<file path="src/rtl/watch_timekeeper.sv">
// watch_timekeeper: time-of-day (hh:mm:ss) and stopwatch (mm:ss) counting core.
// Executes the run/adjust/stopwatch strobes from the watch state controller and
// publishes binary digit values. Each counter has its own prescaler to 1 Hz.
// Optional build macro TWELVE_HOUR_EN: 12-hour display (1-12) with a PM flag;
// when undefined the clock runs 0-23 and pm is tied low.
module watch_timekeeper #(
  parameter int TICKS_PER_SEC    = 32768,
  parameter int SW_TICKS_PER_SEC = 32768
) (
  input  logic       clk,
  input  logic       reset,
  input  logic       run_time,
  input  logic       inc_m,
  input  logic       dec_m,
  input  logic       inc_h,
  input  logic       dec_h,
  input  logic       run_stopwatch,
  input  logic       reset_stopwatch,
  output logic [4:0] hours,
  output logic [5:0] minutes,
  output logic [5:0] seconds,
  output logic [5:0] sw_minutes,
  output logic [5:0] sw_seconds,
  output logic       sec_tick,
  output logic       pm
);

  localparam int TW  = $clog2(TICKS_PER_SEC);
  localparam int SWW = $clog2(SW_TICKS_PER_SEC);
  localparam logic [TW-1:0]  T_LAST  = TW'(TICKS_PER_SEC - 1);
  localparam logic [SWW-1:0] SW_LAST = SWW'(SW_TICKS_PER_SEC - 1);

`ifdef TWELVE_HOUR_EN
  localparam logic [4:0] H_FIRST = 5'd1;
  localparam logic [4:0] H_LAST  = 5'd12;
  localparam logic [4:0] H_RESET = 5'd12;
`else
  localparam logic [4:0] H_FIRST = 5'd0;
  localparam logic [4:0] H_LAST  = 5'd23;
  localparam logic [4:0] H_RESET = 5'd0;
`endif

  function automatic logic [5:0] wrap_up60(input logic [5:0] v);
    return (v == 6'd59) ? 6'd0 : v + 6'd1;
  endfunction

  function automatic logic [5:0] wrap_dn60(input logic [5:0] v);
    return (v == 6'd0) ? 6'd59 : v - 6'd1;
  endfunction

  function automatic logic [4:0] hour_up(input logic [4:0] h);
    return (h == H_LAST) ? H_FIRST : h + 5'd1;
  endfunction

  function automatic logic [4:0] hour_dn(input logic [4:0] h);
    return (h == H_FIRST) ? H_LAST : h - 5'd1;
  endfunction

  // ---------------------------------------------------------------------------
  // Adjust request edge detection
  // ---------------------------------------------------------------------------
  logic [3:0] req;
  logic [3:0] req_q;
  logic [3:0] req_rise;
  logic       inc_m_rise;
  logic       dec_m_rise;
  logic       inc_h_rise;
  logic       dec_h_rise;

  assign req      = {inc_m, dec_m, inc_h, dec_h};
  assign req_rise = req & ~req_q;
  assign {inc_m_rise, dec_m_rise, inc_h_rise, dec_h_rise} = req_rise;

  // History of the adjust levels, updated every cycle regardless of mode.
  // NOTE: sequential state uses non-blocking (<=) so every register samples
  // pre-edge values; blocking here would create order-dependent simulation.
  always_ff @(posedge clk) begin
    if (reset) req_q <= '0;
    else       req_q <= req;
  end

  // ---------------------------------------------------------------------------
  // Time of day
  // ---------------------------------------------------------------------------
  logic [TW-1:0] tpre;
  logic [TW-1:0] tpre_next;
  logic [5:0]    sec_next;
  logic [5:0]    min_next;
  logic [4:0]    hour_next;
  logic          tick_next;
`ifdef TWELVE_HOUR_EN
  logic          pm_flip;
`endif

  // Next time-of-day: set-mode adjusts, or prescaler advance with full carry chain.
  // NOTE: every variable gets a default at the top of the block so no path
  // leaves it unassigned, which would otherwise infer a latch.
  always_comb begin
    tpre_next = tpre;
    sec_next  = seconds;
    min_next  = minutes;
    hour_next = hours;
    tick_next = 1'b0;
`ifdef TWELVE_HOUR_EN
    pm_flip   = 1'b0;
`endif
    if (!run_time) begin
      // Set mode: prescaler and seconds parked at 0 so a restart gives a full second.
      tpre_next = '0;
      sec_next  = '0;
      if (inc_m_rise != dec_m_rise)
        min_next = inc_m_rise ? wrap_up60(minutes) : wrap_dn60(minutes);
      if (inc_h_rise && !dec_h_rise) begin
        hour_next = hour_up(hours);
`ifdef TWELVE_HOUR_EN
        pm_flip   = (hours == 5'd11);
`endif
      end else if (dec_h_rise && !inc_h_rise) begin
        hour_next = hour_dn(hours);
`ifdef TWELVE_HOUR_EN
        pm_flip   = (hours == 5'd12);
`endif
      end
    end else if (tpre == T_LAST) begin
      tpre_next = '0;
      tick_next = 1'b1;
      sec_next  = wrap_up60(seconds);
      if (seconds == 6'd59) begin
        min_next = wrap_up60(minutes);
        if (minutes == 6'd59) begin
          hour_next = hour_up(hours);
`ifdef TWELVE_HOUR_EN
          pm_flip   = (hours == 5'd11);
`endif
        end
      end
    end else begin
      tpre_next = tpre + TW'(1);
    end
  end

  // Time-of-day registers and the one-cycle second pulse.
  always_ff @(posedge clk) begin
    if (reset) begin
      tpre     <= '0;
      seconds  <= '0;
      minutes  <= '0;
      hours    <= H_RESET;
      sec_tick <= 1'b0;
    end else begin
      tpre     <= tpre_next;
      seconds  <= sec_next;
      minutes  <= min_next;
      hours    <= hour_next;
      sec_tick <= tick_next;
    end
  end

`ifdef TWELVE_HOUR_EN
  // PM flag toggles when the hour passes between 11 and 12 in either direction.
  always_ff @(posedge clk) begin
    if (reset)        pm <= 1'b0;
    else if (pm_flip) pm <= ~pm;
  end
`else
  assign pm = 1'b0;
`endif

  // ---------------------------------------------------------------------------
  // Stopwatch
  // ---------------------------------------------------------------------------
  logic [SWW-1:0] swpre;
  logic [SWW-1:0] swpre_next;
  logic [5:0]     sw_sec_next;
  logic [5:0]     sw_min_next;

  // Next stopwatch value: clear has priority, then run with saturation at 59:59.
  always_comb begin
    swpre_next  = swpre;
    sw_sec_next = sw_seconds;
    sw_min_next = sw_minutes;
    if (reset_stopwatch) begin
      swpre_next  = '0;
      sw_sec_next = '0;
      sw_min_next = '0;
    end else if (run_stopwatch) begin
      if (swpre == SW_LAST) begin
        swpre_next = '0;
        if (!(sw_minutes == 6'd59 && sw_seconds == 6'd59)) begin
          sw_sec_next = wrap_up60(sw_seconds);
          if (sw_seconds == 6'd59) sw_min_next = sw_minutes + 6'd1;
        end
      end else begin
        swpre_next = swpre + SWW'(1);
      end
    end
  end

  // Stopwatch registers.
  always_ff @(posedge clk) begin
    if (reset) begin
      swpre      <= '0;
      sw_seconds <= '0;
      sw_minutes <= '0;
    end else begin
      swpre      <= swpre_next;
      sw_seconds <= sw_sec_next;
      sw_minutes <= sw_min_next;
    end
  end

endmodule

</file>
<file path="config.mk">
export PLATFORM = sky130hd
export DESIGN_NAME = watch_timekeeper
export DESIGN_NICKNAME = d
export VERILOG_FILES = /design/src/rtl/watch_timekeeper.sv
export SDC_FILE = /design/constraint.sdc
export NUM_CORES = 1
export LEC_CHECK = 0
export CAP_MARGIN = 10
export CORE_AREA = 2 2 89 91
export CTS_BUF_LIST = sky130_fd_sc_hd__clkbuf_2
export DETAILED_ROUTE_END_ITERATION = 12
export DIE_AREA = 0 0 91 93
export MAX_ROUTING_LAYER = met4
export PLACE_DENSITY = 0.69
export SETUP_SLACK_MARGIN = 0.1
export SLEW_MARGIN = 25
export SYNTH_ARGS = -nofsm -noshare
export SYNTH_HDL_FRONTEND = slang
export SYNTH_SLANG_ARGS = --single-unit
</file>
<file path="constraint.sdc">
create_clock -name clk -period 5.1 [get_ports clk]
set_clock_uncertainty 0.15 [all_clocks]
set_input_delay 1.275 -clock clk [delete_from_list [all_inputs] [get_ports clk]]
set_output_delay 1.275 -clock clk [all_outputs]
set_load 0.005 [all_outputs]
</file>
-- Word level (Yosys, flattened, before mapping)
Index checks and enable logic that the tools add are counted.
- flip-flop bits (word level): 64
- output and inout bits: 31
- logic and storage cells: 68
- bits of input ports: 9
- reduce and logical (&&, ||, !) cells: 16
- multiplexer cells: 19
- equal/unequal tests: 11
- $add $sub $neg: 9
- bitwise logic cells: 4
- operator list (operator ; count):
    $mux 6 ; 9
    $mux 5 ; 8
    $add 15x1->15 const B ; 2
    $eq 15x15->1 const B ; 2
    $add 6x1->6 const B ; 4
    $eq 6x6->1 const B ; 4
    $mux 15 ; 1
    $reduce_and 4->1 ; 2
    $logic_not 6->1 ; 1
    $ne 2x1->1 const B ; 3
    $reduce_and 3->1 ; 2
    $sub 6x1->6 const B ; 1
    $add 5x1->5 const B ; 1
    $eq 5x5->1 const B ; 1
    $logic_not 5->1 ; 1
    $sub 5x1->5 const B ; 1
    $and 4x4->4 ; 1
    $not 4->4 ; 1
    $reduce_or 2->1 ; 2
    $logic_and 1x1->1 ; 3
    $reduce_bool 3->1 ; 1
    $reduce_or 3->1 ; 1
    $logic_not 1->1 ; 2
    $not 1->1 ; 2
    other kinds (3) ; 3

-- Longest topological paths before layout
- depth in word-level cells: 7
- mapped depth: 8

-- Worst setup path after synthesis
No wires, ideal clock.
- path type: input port to flip-flop
- start: input port inc_m
- end: register minutes[5]
- stages on the path: 6
- data required time: 4881 ps
- library setup time: 69 ps
- setup slack: 2270 ps
- arrival time: 2612 ps
- path buffers: 1
- cells stage by stage: nor2b_1 -> or2_0 -> buf_2 -> o41a_1 -> or4_1 -> o21ai_1
- cells in the longest elaborated chain, start to end: 4
- elaborated cells on any way between the ends: 7
- those cells by class: 1 x eq/ne; 3 x mux; 1 x bitwise; 2 x reduce/logical
- RTL lines (what ; RTL line ; RTL):
    start: declaration ; 13 ; input logic inc_m,
    $and 4x4->4 (*) ; 71 ; assign req_rise = req & ~req_q;
    $ne 1x1->1 / $mux 6 (equally long branches) ; 111, 112 ;
    $reduce_bool 2->1 (no source line) / $mux 6 (equally long branches) ; -- ;
    $reduce_and 3->1 (no source line) / $mux 6 (equally long branches) ; -- ;
    end signal: assignment ; 153 ; minutes <= min_next;
    end: declaration ; 20 ; output logic [5:0] minutes,
Mark *: on every way between the ends. The rest lies on a longest branch, timed or not. The select of a mux whose other input is x is not followed.
A chain may end at the register's enable or synchronous reset.

-- Worst setup path after layout
- start: register minutes[2]
- end: output port minutes[2]
No word-level cell between the ends.

==> impl_metrics.json <==
{
  "cp.buffers_inverters": 1,
  "run_status": "complete, no violations",
  "start_util_pct": 45.1,
  "nNetsFinal": 457,
  "fin_crit_sh_pct": 61.1,
  "syn-num-nets": 422,
  "cts_htree_levels": 3,
  "end_kind": "output port",
  "relSlewSlack_pct": 52.9,
  "synthTopCellsByArea": "dfxtp_1 (38%), nor2_1 (6.3%), xnor2_1 (4.9%), ha_1 (3.7%), xor2_1 (3.6%)",
  "switching_power_w": 0.000251,
  "grt_max_degree": 15,
  "cts_root_buf": "clkbuf_2",
  "firstDrtPassIters": 4,
  "hold_depth": 1,
  "holdBufCountCts": 0,
  "combPwrFrac_pct": 12.0,
  "grt-ovfl-total": 0,
  "power.density_nw_per_um2": 235,
  "hp-class": "reg2reg",
  "gp_congestion": 0.924,
  "cp_cell_sequence": "clkdlybuf4s50_1",
  "start_kind": "register",
  "num_vias": 2913,
  "cp.depth": 1,
  "fp.dieW_um": 91,
  "cts_setup_buffers": 0,
  "wl_per_cell_um": 13.0,
  "grt_use_total_pct": 17.9,
  "ir_drop_mv": 0.105,
  "path_class": "reg2out",
  "finalCriticalPeriod_ns": 3.12,
  "port_buffers": 38,
  "post-place-ws_ns": 1.51,
  "first_iter_violations": 132,
  "clockBufferDepth": 2,
  "final_util_pct": 52.5,
  "sequentialPowerShare_pct": 56.7,
  "slew_violations": 0,
  "required_ns": 3.67,
  "yosysMostFrequentCell": "dfxtp_1",
  "leakagePower_nw": 1.31,
  "max_freq_ghz": 0.321,
  "clk_latency_ns": 0.48,
  "syn_inst": 403,
  "synth_cell_types": 63,
  "synth_edf_count": 0,
  "drt-total-wl_mm": 7.09,
  "synth_area_leader_cell": "dfxtp_1",
  "critPathTopFamily": "flip-flops",
  "cts_tree": "built",
  "clk_pin_slew_ns": 0.17,
  "worstPathArrival_ns": 1.69,
  "yosysWarnings": 0,
  "synth-main-ff-cell": "dfxtp_1",
  "synth-seq-cells": 64,
  "swShare_pct": 27.0,
  "die_h_um": 93,
  "netlist_area_um2": 3400,
  "drive_above_1_share_pct": 6.77,
  "place_hpwl_mm": 5.00,
  "ant_nets": 0,
  "avgSynthCellArea_um2": 8.43,
  "async_flop_share_pct": 0,
  "grt_pass1_wl_mm": 12.2,
  "grt_setup_unrepaired": "no",
  "synth.top_cell.area_share_pct": 37.7,
  "worst_slew_pin_slew_ns": 0.704,
  "cts.sinks": 64,
  "finalHoldViolations": 0,
  "antenna_found_initial": 0,
  "fin_ws_ns": 1.98,
  "worstRegToRegCells": 6,
  "intPower_w": 0.000679,
  "cts_resized": 0,
  "synth_seq_area_share_pct": 37.7,
  "drc": 0,
  "cpPeakStageDelay_ns": 0.63,
  "cp_max_fo": 14,
  "dieArea_um2": 8460,
  "yosys-top-cells-count": "dfxtp_1 (64), nor2_1 (57), nand2_1 (30)",
  "tns_ns": 0,
  "areaGrowthSynthToFinish_pct": 16.4,
  "p_clk_share_pct": 31.3,
  "io_pins": 40,
  "row_count": 32,
  "n_antenna_cell": 0,
  "maxCapViolCount": 0,
  "finalSetupViolCount": 0,
  "drt-vias-per-instance": 5.34,
  "crit_slowest_cell": "dfxtp_1",
  "grt_pass1_vias": 2729,
  "cts_buffers": 9,
  "coreArea_um2": 7530
}
[state kept, by name, summed over array words and instances, names as in the netlist]
register,flops
tpre,15
seconds,6
sw_seconds,6
minutes,6
sec_tick,1
swpre,15
req_q,4
hours,5
sw_minutes,6
[worst paths after layout]
path / start / endpoint / slack, ns
hold reg to reg: tpre[0] / tpre[0] / 0.35
hold / removal: tpre[0] / tpre[0] / 0.35
setup reg to reg: minutes[0] / hours[2] / 2.55
setup / recovery: minutes[2] / minutes[2] / 1.98
[power groups by stage]
stage	Clock [W]	Combinational, W	Sequential (W)
floorplan	0	0.0000805	0.000530
global placement	0	0.000110	0.000538
detailed placement	0	0.000111	0.000538
CTS	0.000304	0.000111	0.000527
global route	0.000327	0.000122	0.000530
finish	0.000291	0.000112	0.000527
[metal layers]
layer	part of all wire [%]	wire (µm)	vias up	track usage, %
met4	1.7	119	0	7.07
li1	-	-	1496	-
met5	0	0	-	-
met3	3.2	228	11	4.51
met1	50	3550	1367	22.4
met2	45	3200	39	28.0
[final cells by class]
cell class / count / area [µm²]
fill: 764 / 3580
multi-input combinational: 311 / 2000
sequential: 64 / 1280
timing repair buffer: 40 / 395
tap: 102 / 128
clock buffer: 11 / 55.1
clock inverter: 5 / 47.5
inverter: 12 / 45.0
[per-stage QoR]
step | hold slack (ns) | power, W | area, µm² | instances
after floorplan | 0.280 | 0.000611 | 3400 | 403
final | 0.349 | 0.000930 | 3950 | 545
after global routing | 0.381 | 0.000979 | 3950 | 545
after detailed placement | 0.327 | 0.000648 | 3850 | 529
after CTS | 0.360 | 0.000943 | 3950 | 545
after global placement | 0.296 | 0.000647 | 3850 | 529
[layout by cell type, fill, tap and decap left out, drive strengths merged, types with 2 or more instances in the layout]
cell / Yosys / routed
or3: 7 / 7
nand2b: 7 / 7
o21ai: 10 / 10
nor2b: 12 / 12
a2111oi: 2 / 2
o221ai: 2 / 2
and3: 6 / 6
a21oi: 19 / 19
inv: 12 / 12
dfxtp: 64 / 64
xor2: 14 / 14
nand4: 13 / 13
nand3b: 3 / 3
nor2: 57 / 57
clkdlybuf4s50: 0 / 38
ha: 10 / 10
a21o: 2 / 2
mux2i: 7 / 7
nand3: 21 / 21
a2bb2oi: 2 / 2
a31oi: 2 / 2
xnor2: 19 / 19
nor3b: 3 / 3
nor4: 5 / 5
a211oi: 4 / 4
clkinv: 0 / 4
or2: 6 / 6
and4: 5 / 5
nand2: 30 / 30
o211ai: 5 / 5
or4: 2 / 2
buf: 6 / 2
a211o: 3 / 3
clkbuf: 10 / 11
mux2: 3 / 3
nor3: 11 / 11
nor4b: 2 / 2
[cells by family (layout without fill, tap and decap cells)]
family                     Yosys count  in the layout  share of synthesized area, %
xor gates and xnor gates            33             33                          8.51
AOI/OAI and AO/OA                   63             63                          12.4
adders and majority gates           10             10                          3.68
buffers and inverters               28             68                          3.39
DFF                                 64             64                          37.7
muxes                               10             10                          3.06
and+or+nand+nor                    194            194                          31.1
other                                1              1                         0.110
No activity file was read; power rests on OpenSTA's default activity.
